===== config.mk =====
export PLATFORM = sky130hd
export DESIGN_NAME = mcpu_control
export DESIGN_NICKNAME = d
export VERILOG_FILES = /design/src/rtl/mcpu_pkg.sv /design/src/rtl/mcpu_control.sv
export SDC_FILE = /design/constraint.sdc
export NUM_CORES = 1
export LEC_CHECK = 0
export BUFFER_PORTS_ARGS = -buffer_cell sky130_fd_sc_hd__buf_2
export CORE_MARGIN = 2
export CORE_UTILIZATION = 46
export DETAILED_ROUTE_END_ITERATION = 8
export PLACE_DENSITY = 0.82
export SYNTH_ARGS = -nofsm -noshare
export SYNTH_HDL_FRONTEND = slang
export SYNTH_SLANG_ARGS = --single-unit

===== constraint.sdc =====
create_clock -name clk -period 2 [get_ports clk]
set_input_delay 0.2 -clock clk [delete_from_list [all_inputs] [get_ports clk]]
set_output_delay 0.2 -clock clk [all_outputs]
set_load 0.02 [all_outputs]

===== src/rtl/mcpu_pkg.sv =====
// Shared constants, opcode map and FSM state type for the MCPU control path.
package mcpu_pkg;

  localparam int WORD_SIZE    = 16;
  localparam int OPCODE_SIZE  = 4;
  localparam int OPERAND_SIZE = 4;
  localparam int ADDR_SIZE    = 8;

  localparam logic [3:0] OP_AND          = 4'd0;
  localparam logic [3:0] OP_OR           = 4'd1;
  localparam logic [3:0] OP_XOR          = 4'd2;
  localparam logic [3:0] OP_NOT          = 4'd3;
  localparam logic [3:0] OP_ADD          = 4'd4;
  localparam logic [3:0] OP_SUB          = 4'd5;
  localparam logic [3:0] OP_LSL          = 4'd6;
  localparam logic [3:0] OP_LSR          = 4'd7;
  localparam logic [3:0] OP_SHORT_TO_REG = 4'd8;
  localparam logic [3:0] OP_LOAD         = 4'd9;
  localparam logic [3:0] OP_STORE        = 4'd10;
  localparam logic [3:0] OP_JMP          = 4'd11;
  localparam logic [3:0] OP_HALT         = 4'd15;

  localparam logic [1:0] WSEL_ALU = 2'd0;
  localparam logic [1:0] WSEL_IMM = 2'd1;
  localparam logic [1:0] WSEL_MEM = 2'd2;

  typedef enum logic [2:0] {
    ST_FETCH,
    ST_DECODE,
    ST_EXEC,
    ST_MEM,
    ST_WB,
    ST_HALT
  } state_e;

  // ALU ops and SHORT_TO_REG share the EXEC -> WB path.
  function automatic logic is_reg_op(input logic [3:0] op);
    return op <= OP_SHORT_TO_REG;
  endfunction

endpackage


===== src/rtl/mcpu_control.sv =====
// Multi-cycle MCPU control unit: owns PC/IR/MDR and sequences
// fetch, decode, execute, memory and write-back.
module mcpu_control
  import mcpu_pkg::*;
#(
  parameter int WORD_SIZE    = mcpu_pkg::WORD_SIZE,
  parameter int OPCODE_SIZE  = mcpu_pkg::OPCODE_SIZE,
  parameter int OPERAND_SIZE = mcpu_pkg::OPERAND_SIZE,
  parameter int ADDR_SIZE    = mcpu_pkg::ADDR_SIZE
) (
  input  logic                    clk,
  input  logic                    reset,
  input  logic [WORD_SIZE-1:0]    mem_rdata,
  input  logic                    mem_ready,
  output logic                    mem_req,
  output logic                    mem_we,
  output logic [ADDR_SIZE-1:0]    mem_addr,
  output logic [OPERAND_SIZE-1:0] rf_ra,
  output logic [OPERAND_SIZE-1:0] rf_rb,
  output logic [OPERAND_SIZE-1:0] rf_wa,
  output logic                    rf_we,
  output logic [1:0]              rf_wsel,
  output logic [OPCODE_SIZE-1:0]  alu_op,
  input  logic [WORD_SIZE-1:0]    rb_data,
  output logic [ADDR_SIZE-1:0]    pc,
  output logic                    halted
);

  state_e                 state_q, state_d;
  logic [ADDR_SIZE-1:0]   pc_q, pc_d;
  logic [WORD_SIZE-1:0]   ir_q, ir_d;
  logic [WORD_SIZE-1:0]   mdr_q, mdr_d;

  logic [OPCODE_SIZE-1:0]  op;
  logic [OPERAND_SIZE-1:0] rd, rs, rt;
  logic [ADDR_SIZE-1:0]    imm;
  logic                    unused_rb_hi;

  assign op  = ir_q[WORD_SIZE-1 -: OPCODE_SIZE];
  assign rd  = ir_q[WORD_SIZE-OPCODE_SIZE-1 -: OPERAND_SIZE];
  assign rs  = ir_q[2*OPERAND_SIZE-1 -: OPERAND_SIZE];
  assign rt  = ir_q[OPERAND_SIZE-1:0];
  assign imm = ir_q[ADDR_SIZE-1:0];

  // Only the low address bits of port B form a RAM address.
  assign unused_rb_hi = ^rb_data[WORD_SIZE-1:ADDR_SIZE];

  always_comb begin
    // NOTE: every variable gets a hold value first so no path leaves it unassigned (no latch).
    state_d = state_q;
    pc_d    = pc_q;
    ir_d    = ir_q;
    mdr_d   = mdr_q;
    unique case (state_q)
      ST_FETCH: begin
        if (mem_ready) begin
          ir_d    = mem_rdata;
          pc_d    = pc_q + ADDR_SIZE'(1);
          state_d = ST_DECODE;
        end
      end
      ST_DECODE: begin
        if (is_reg_op(op) || op == OP_JMP)       state_d = ST_EXEC;
        else if (op == OP_LOAD || op == OP_STORE) state_d = ST_MEM;
        else if (op == OP_HALT)                   state_d = ST_HALT;
        else                                      state_d = ST_FETCH;
      end
      ST_EXEC: begin
        if (op == OP_JMP) begin
          pc_d    = imm;
          state_d = ST_FETCH;
        end else begin
          state_d = ST_WB;
        end
      end
      ST_MEM: begin
        if (mem_ready) begin
          if (op == OP_STORE) begin
            state_d = ST_FETCH;
          end else begin
            mdr_d   = mem_rdata;
            state_d = ST_WB;
          end
        end
      end
      ST_WB:   state_d = ST_FETCH;
      ST_HALT: state_d = ST_HALT;
      default: state_d = ST_FETCH;
    endcase
  end

  always_ff @(posedge clk) begin
    // NOTE: non-blocking assignments so all state registers update together at the edge.
    if (reset) begin
      state_q <= ST_FETCH;
      pc_q    <= '0;
      ir_q    <= '0;
      mdr_q   <= '0;
    end else begin
      state_q <= state_d;
      pc_q    <= pc_d;
      ir_q    <= ir_d;
      mdr_q   <= mdr_d;
    end
  end

  // NOTE: strobes are masked by reset so nothing is requested or written in the reset cycle.
  always_comb begin
    mem_req  = !reset && (state_q == ST_FETCH || state_q == ST_MEM);
    mem_we   = !reset && (state_q == ST_MEM) && (op == OP_STORE);
    mem_addr = (state_q == ST_MEM) ? rb_data[ADDR_SIZE-1:0] : pc_q;
    rf_ra    = (state_q == ST_MEM && op == OP_STORE) ? rd : rs;
    rf_rb    = rt;
    rf_wa    = rd;
    rf_we    = !reset && (state_q == ST_WB);
    if (op == OP_SHORT_TO_REG)  rf_wsel = WSEL_IMM;
    else if (op == OP_LOAD)     rf_wsel = WSEL_MEM;
    else                        rf_wsel = WSEL_ALU;
    alu_op   = op;
    pc       = pc_q;
    halted   = !reset && (state_q == ST_HALT);
  end

endmodule


* Word level (Yosys, flattened, before mapping)
Cells that the tools add are included.
W data, S select, Z words.
** Word-level totals
- Input bits :: 35
- Register bits :: 27
- Word-level logic and storage cells :: 48
- Output and inout bits :: 38
** Cells by class
- Eq/ne operators :: 13
- $lt $le $gt $ge :: 1
- Muxes and demuxes :: 15
- Reduce and logical (&&, ||, !) cells :: 15
- $add $sub $neg :: 1
** Operators with widths (number)
- $mux W8 :: 3
- $mux W3 :: 7
- $eq A4 B4 Y1 const B :: 5
- $pmux W8 S2 :: 1
- $pmux W3 S5 :: 1
- $add A8 B1 Y8 const B :: 1
- $eq A3 B2 Y1 const B :: 2
- $eq A3 B3 Y1 const B :: 2
- $logic_and A1 B1 Y1 :: 6
- $ne A2 B2 Y1 const B :: 3
- $le A4 B4 Y1 const B :: 1
- $mux W2 :: 2
- $mux W4 :: 1
- $reduce_and A2 Y1 :: 2
- $eq A3 B1 Y1 const B :: 1
- $logic_not A3 Y1 :: 1
- $logic_or A1 B1 Y1 :: 3
- $reduce_and A3 Y1 :: 1
- $reduce_bool A2 Y1 :: 1
- $logic_not A1 Y1 :: 1

* Depth between registers and ports, before layout
- Depth after elaboration :: 5
- Depth in mapped cells :: 6
- Depth with buffers taken out :: 5

* Worst setup path after synthesis
No wires, ideal clock.
- Path type :: register -> register
- Start :: reg state_q[2]
- End :: reg pc_q[6], in the netlist pc[6]
- Setup time :: 0.074 ns
- Period minus slack after synthesis :: 1.671 ns
- Stages on the path, launching flop included :: 6
- Path slack :: 0.329 ns
- Required time :: 1.926 ns
- Arrival time :: 1.597 ns
- Path buffers :: 1
- Cell sequence :: dfxtp_1 buf_6 or4b_1 or2_0 or3_1 a31oi_1
** Between the ends
- Cells in the longest elaborated chain, start to end :: 3
- Elaborated cells on any way between the ends :: 7
- Those cells by class :: eq/ne (3); mux (1); reduce/logical (3)
** Ends and longest elaborated chain
- start: declaration :: RTL line mcpu_control.sv:29 : state_e state_q, state_d;
- start signal: assignment :: RTL line mcpu_control.sv:100 : state_q <= state_d;
- $eq A3 B2 Y1 or $logic_not A3 Y1 (tied branches) :: RTL line mcpu_control.sv:54 : unique case (state_q)
- $ne A2 B2 Y1 (no source line) or $reduce_bool A2 Y1 (tied branches)
- $reduce_and A3 Y1 (no source line)
- end signal: assignment :: RTL line mcpu_control.sv:101 : pc_q <= pc_d;
- end: declaration :: RTL line mcpu_control.sv:30 : logic [ADDR_SIZE-1:0] pc_q, pc_d;
Parallel ways exist; a longest one is shown, timed or not.
A chain may end at the register's enable or synchronous reset.

* Final worst setup path
- Start :: reg ir_q[12]
- End :: out rf_ra[1]
** Between the ends
- Cells in the longest elaborated chain, start to end :: 3
** Ends and longest elaborated chain
- start: declaration :: RTL line mcpu_control.sv:31 : logic [WORD_SIZE-1:0] ir_q, ir_d;
- start signal: assignment :: RTL line mcpu_control.sv:102 : ir_q <= ir_d;
- $eq A4 B4 Y1 :: RTL line mcpu_control.sv:112 : rf_ra = (state_q == ST_MEM && op == OP_STORE) ? rd : rs;
- $logic_and A1 B1 Y1 :: RTL line mcpu_control.sv:112
- $mux W4 :: RTL line mcpu_control.sv:112
- end: declaration :: RTL line mcpu_control.sv:18 : output logic [OPERAND_SIZE-1:0] rf_ra,
Every way passes these cells.

==> results.toml <==
[drt]
totalWireLength_um = 3650
detailroute.via_count = 1609
route.detailed.wl_per_inst_um = 12.2
antenna_violating_nets_post_route = 0
first_pass_iters = 5
drt-vias-per-instance = 5.36
detail_route.iter0.violations = 63
drc_errors = 0

[critical_path]
cp_max_fo = 9
max_stage_delay_ns = 0.40
path_cells = "nor4bb_4 -> nand3_2 -> mux2_2 -> buf_2"
timing.critical_path.required_ns = 1.80
cell_class_contributing_the_biggest_share_of_worst_path_delay = "simple AND/OR/NAND/NOR gates"
timing_worst_setup_path_type = "reg -> out"
cpMaxStageDelayCell = "sky130_fd_sc_hd__dfxtp_2"
worst_setup_path_start_kind = "flip-flop"
worst-endpoint-arrival_ns = 1.68
cp_num_buf_inv = 1
worst_setup_path_end_kind = "primary output"

[sta]
whs_ns = 0.103
finalCritPeriodShare_pct = 93.8
layout_setup_ws_ns = 0.125
finalSetupViolations = 0
min_period_ns = 1.88
clock-skew-final_ns = 0.00153
grt_setup_unrepaired = "false"
timing.final.max_slew_violations = 0
tightest_slew_ns = 0.341
max-slew-margin-rel_pct = 77.2
final-hold-violation-count = 0
fmax_mhz = 533
setup_total_neg_slack_ns = 0

[logic_synthesis]
synth_nets = 236
avgSynthCellArea_sq_um = 7.83
netlist.top_cell.by_area = "sky130_fd_sc_hd__dfxtp_1"
synth.cells.most_frequent = "40 x sky130_fd_sc_hd__nand2_1, 27 x sky130_fd_sc_hd__dfxtp_1, 26 x sky130_fd_sc_hd__a21oi_1"
async_set_reset_flop_share_out_of_synthesis_pct = 0
synth_enable_flop_cells = 0
seq_area_frac_synth_pct = 34.5
syn-cell-area_sq_um = 1570
post-synth-top-count-cell = "sky130_fd_sc_hd__nand2_1"
synth_largest_type_area_fraction_pct = 34.5
synth_top_cells_by_area = "sky130_fd_sc_hd__dfxtp_1 35%, sky130_fd_sc_hd__nand2_1 9.6%, sky130_fd_sc_hd__mux2_2 8.6%"
synth_cells = 200
yosys_warnings = 0
ys_dominant_reg_cell = "sky130_fd_sc_hd__dfxtp_1"
yosys.cell_types.count = 41
number_of_storage_elements_in_the_synthesis_netlist = 27

[cts]
numCtsBuffers = 3
tritoncts_num_sinks = 27
postCtsSetupRepairBufs = 0
path_clk_slew_ns = 0.13
cts_tree = "done"
cts.hold.buffers_added = 0
htree_levels = 1
clock_latency_ns = 0.31
cts_root_buffer = "sky130_fd_sc_hd__clkbuf_4"
cts_buffer_depth = 2

[global_route]
grt.overflow.total = 0
wire_length_of_the_first_global_routing_pass_um = 6240
grtUsageTotal_pct = 19.2
grt_antenna_before_repair = 0
grt_start_max_net_pins = 26
number_of_global_route_vias_before_repair = 1391

[layout]
layout-area-overhead-vs-synth_pct = 22.9
layout.nets = 291
share_of_post_route_cells_with_drive_strength_above_1_pct = 38.6
stdcell_area_sq_um = 1920
diodes = 0

[die]
placement_rows = 21
io_pins = 73
die-height_um = 62.3
effective_utilization_at_floorplan_pct = 47.3
die_width_um = 62.3
floorplan_die_area_sq_um = 3890
fp.coreArea_sq_um = 3310

[run_status]
status = "finished, final reports clean"

[placement]
post_place_cell_area_sq_um = 1870
buffer_ports.inserted = 64
globalplace.congestion = 0.777
dp_worst_setup_slack_ns = 0.273
dp_hpwl_um = 2690

[power_and_ir_drop]
peakVddDrop_v = 0.000325
p_leak_nw = 0.889
cellPowerDensity_nw_per_um2 = 572
total_power_mw = 1.10

[worst_hold_path]
min-delay-path-class = "in -> reg"

[run]
max_cap_violations = 0
state kept, by name, summed over array words and instances, names as in the netlist:
register and flops:
ir_q 16, pc 8, state_q 3
logic make-up (layout without fill, tap and decap cells):
group	count (synthesis)	in the layout	synth area share (%)
AO/OA/AOI/OAI	45	45	16.7
XOR/XNOR	2	2	1.12
adder cells (fa/ha/maj)	1	1	0.799
buffers and inverters	27	81	10.1
flip-flops	27	27	34.5
multiplexers	12	12	8.63
AND/OR/NAND/NOR	86	86	28.1
layout by cell type (no fill, tap or decap), types with 2 or more instances in the layout:
cell type                  netlist  layout
sky130_fd_sc_hd__o211ai_1        2       2
sky130_fd_sc_hd__nand4_1         2       2
sky130_fd_sc_hd__mux2_2         12      12
sky130_fd_sc_hd__dfxtp_1        27      26
sky130_fd_sc_hd__a21o_1          2       2
sky130_fd_sc_hd__a31oi_1         2       2
sky130_fd_sc_hd__nor3_1          5       5
sky130_fd_sc_hd__nand2_1        40      39
sky130_fd_sc_hd__nor4_1          3       3
sky130_fd_sc_hd__a21oi_1        26      26
sky130_fd_sc_hd__inv_1           3       3
sky130_fd_sc_hd__or3b_2          2       2
sky130_fd_sc_hd__nor3b_1         4       4
sky130_fd_sc_hd__o21ai_0         4       4
sky130_fd_sc_hd__buf_4          12      10
sky130_fd_sc_hd__o22ai_1         2       2
sky130_fd_sc_hd__buf_2           3      64
sky130_fd_sc_hd__nand2b_1        4       4
sky130_fd_sc_hd__a211oi_1        3       3
sky130_fd_sc_hd__and2_1          3       3
sky130_fd_sc_hd__nand3_1         4       3
sky130_fd_sc_hd__clkbuf_4        0       3
sky130_fd_sc_hd__nor2_1          9       9
per-stage QoR:
step,std cells,util (%)
after global placement,296,56.5
after CTS,300,57.5
after detailed placement,296,56.5
final,300,58.1
after floorplan,200,-
after global routing,300,58.1
what timing repair did:
action | in CTS | in global routing
pin swaps | 1 | 0
setup endpoints to repair | 12 | 13
resized for setup | 1 | 5
metal layers:
metal	vias to the layer above	track usage [%]	wire, um
li1	805	-	-
met1	746	25.1	1610
met2	56	33.2	1770
met3	2	2.36	239
met4	0	5.83	27
met5	-	0	0
final cells by class:
class	count	area [sq um]
Clock buffer	4	26.3
Fill cell	338	1390
Inverter	3	11.3
Multi-Input combinational cell	146	892
Sequential cell	27	542
Tap cell	46	57.6
Timing Repair Buffer	74	395
worst paths after layout:
path | slack, ns | from | depth (start not counted) | endpoint
setup reg to reg | 0.28 | state_q[2]$_SDFFE_PP0P_ | 5 | pc[5]$_SDFFE_PP0P_
setup / recovery | 0.12 | ir_q[12]$_SDFFE_PP0P_ | 4 | rf_ra[1]
hold / removal | 0.10 | mem_rdata[12] | 3 | ir_q[12]$_SDFFE_PP0P_
hold reg to reg | 0.48 | ir_q[2]$_SDFFE_PP0P_ | 2 | ir_q[2]$_SDFFE_PP0P_
tightest hold or removal path, cell delays in order:
cell and delay, ns:
sky130_fd_sc_hd__buf_2 0.09, sky130_fd_sc_hd__nand2_1 0.05, sky130_fd_sc_hd__a21oi_1 0.05
report_power, final:
part / internal, mW / switching [mW]
clock: 0.0778 / 0.147
combinational: 0.114 / 0.164
sequential: 0.569 / 0.0284
total: 0.761 / 0.339
(Power assumes the default switching activity.)
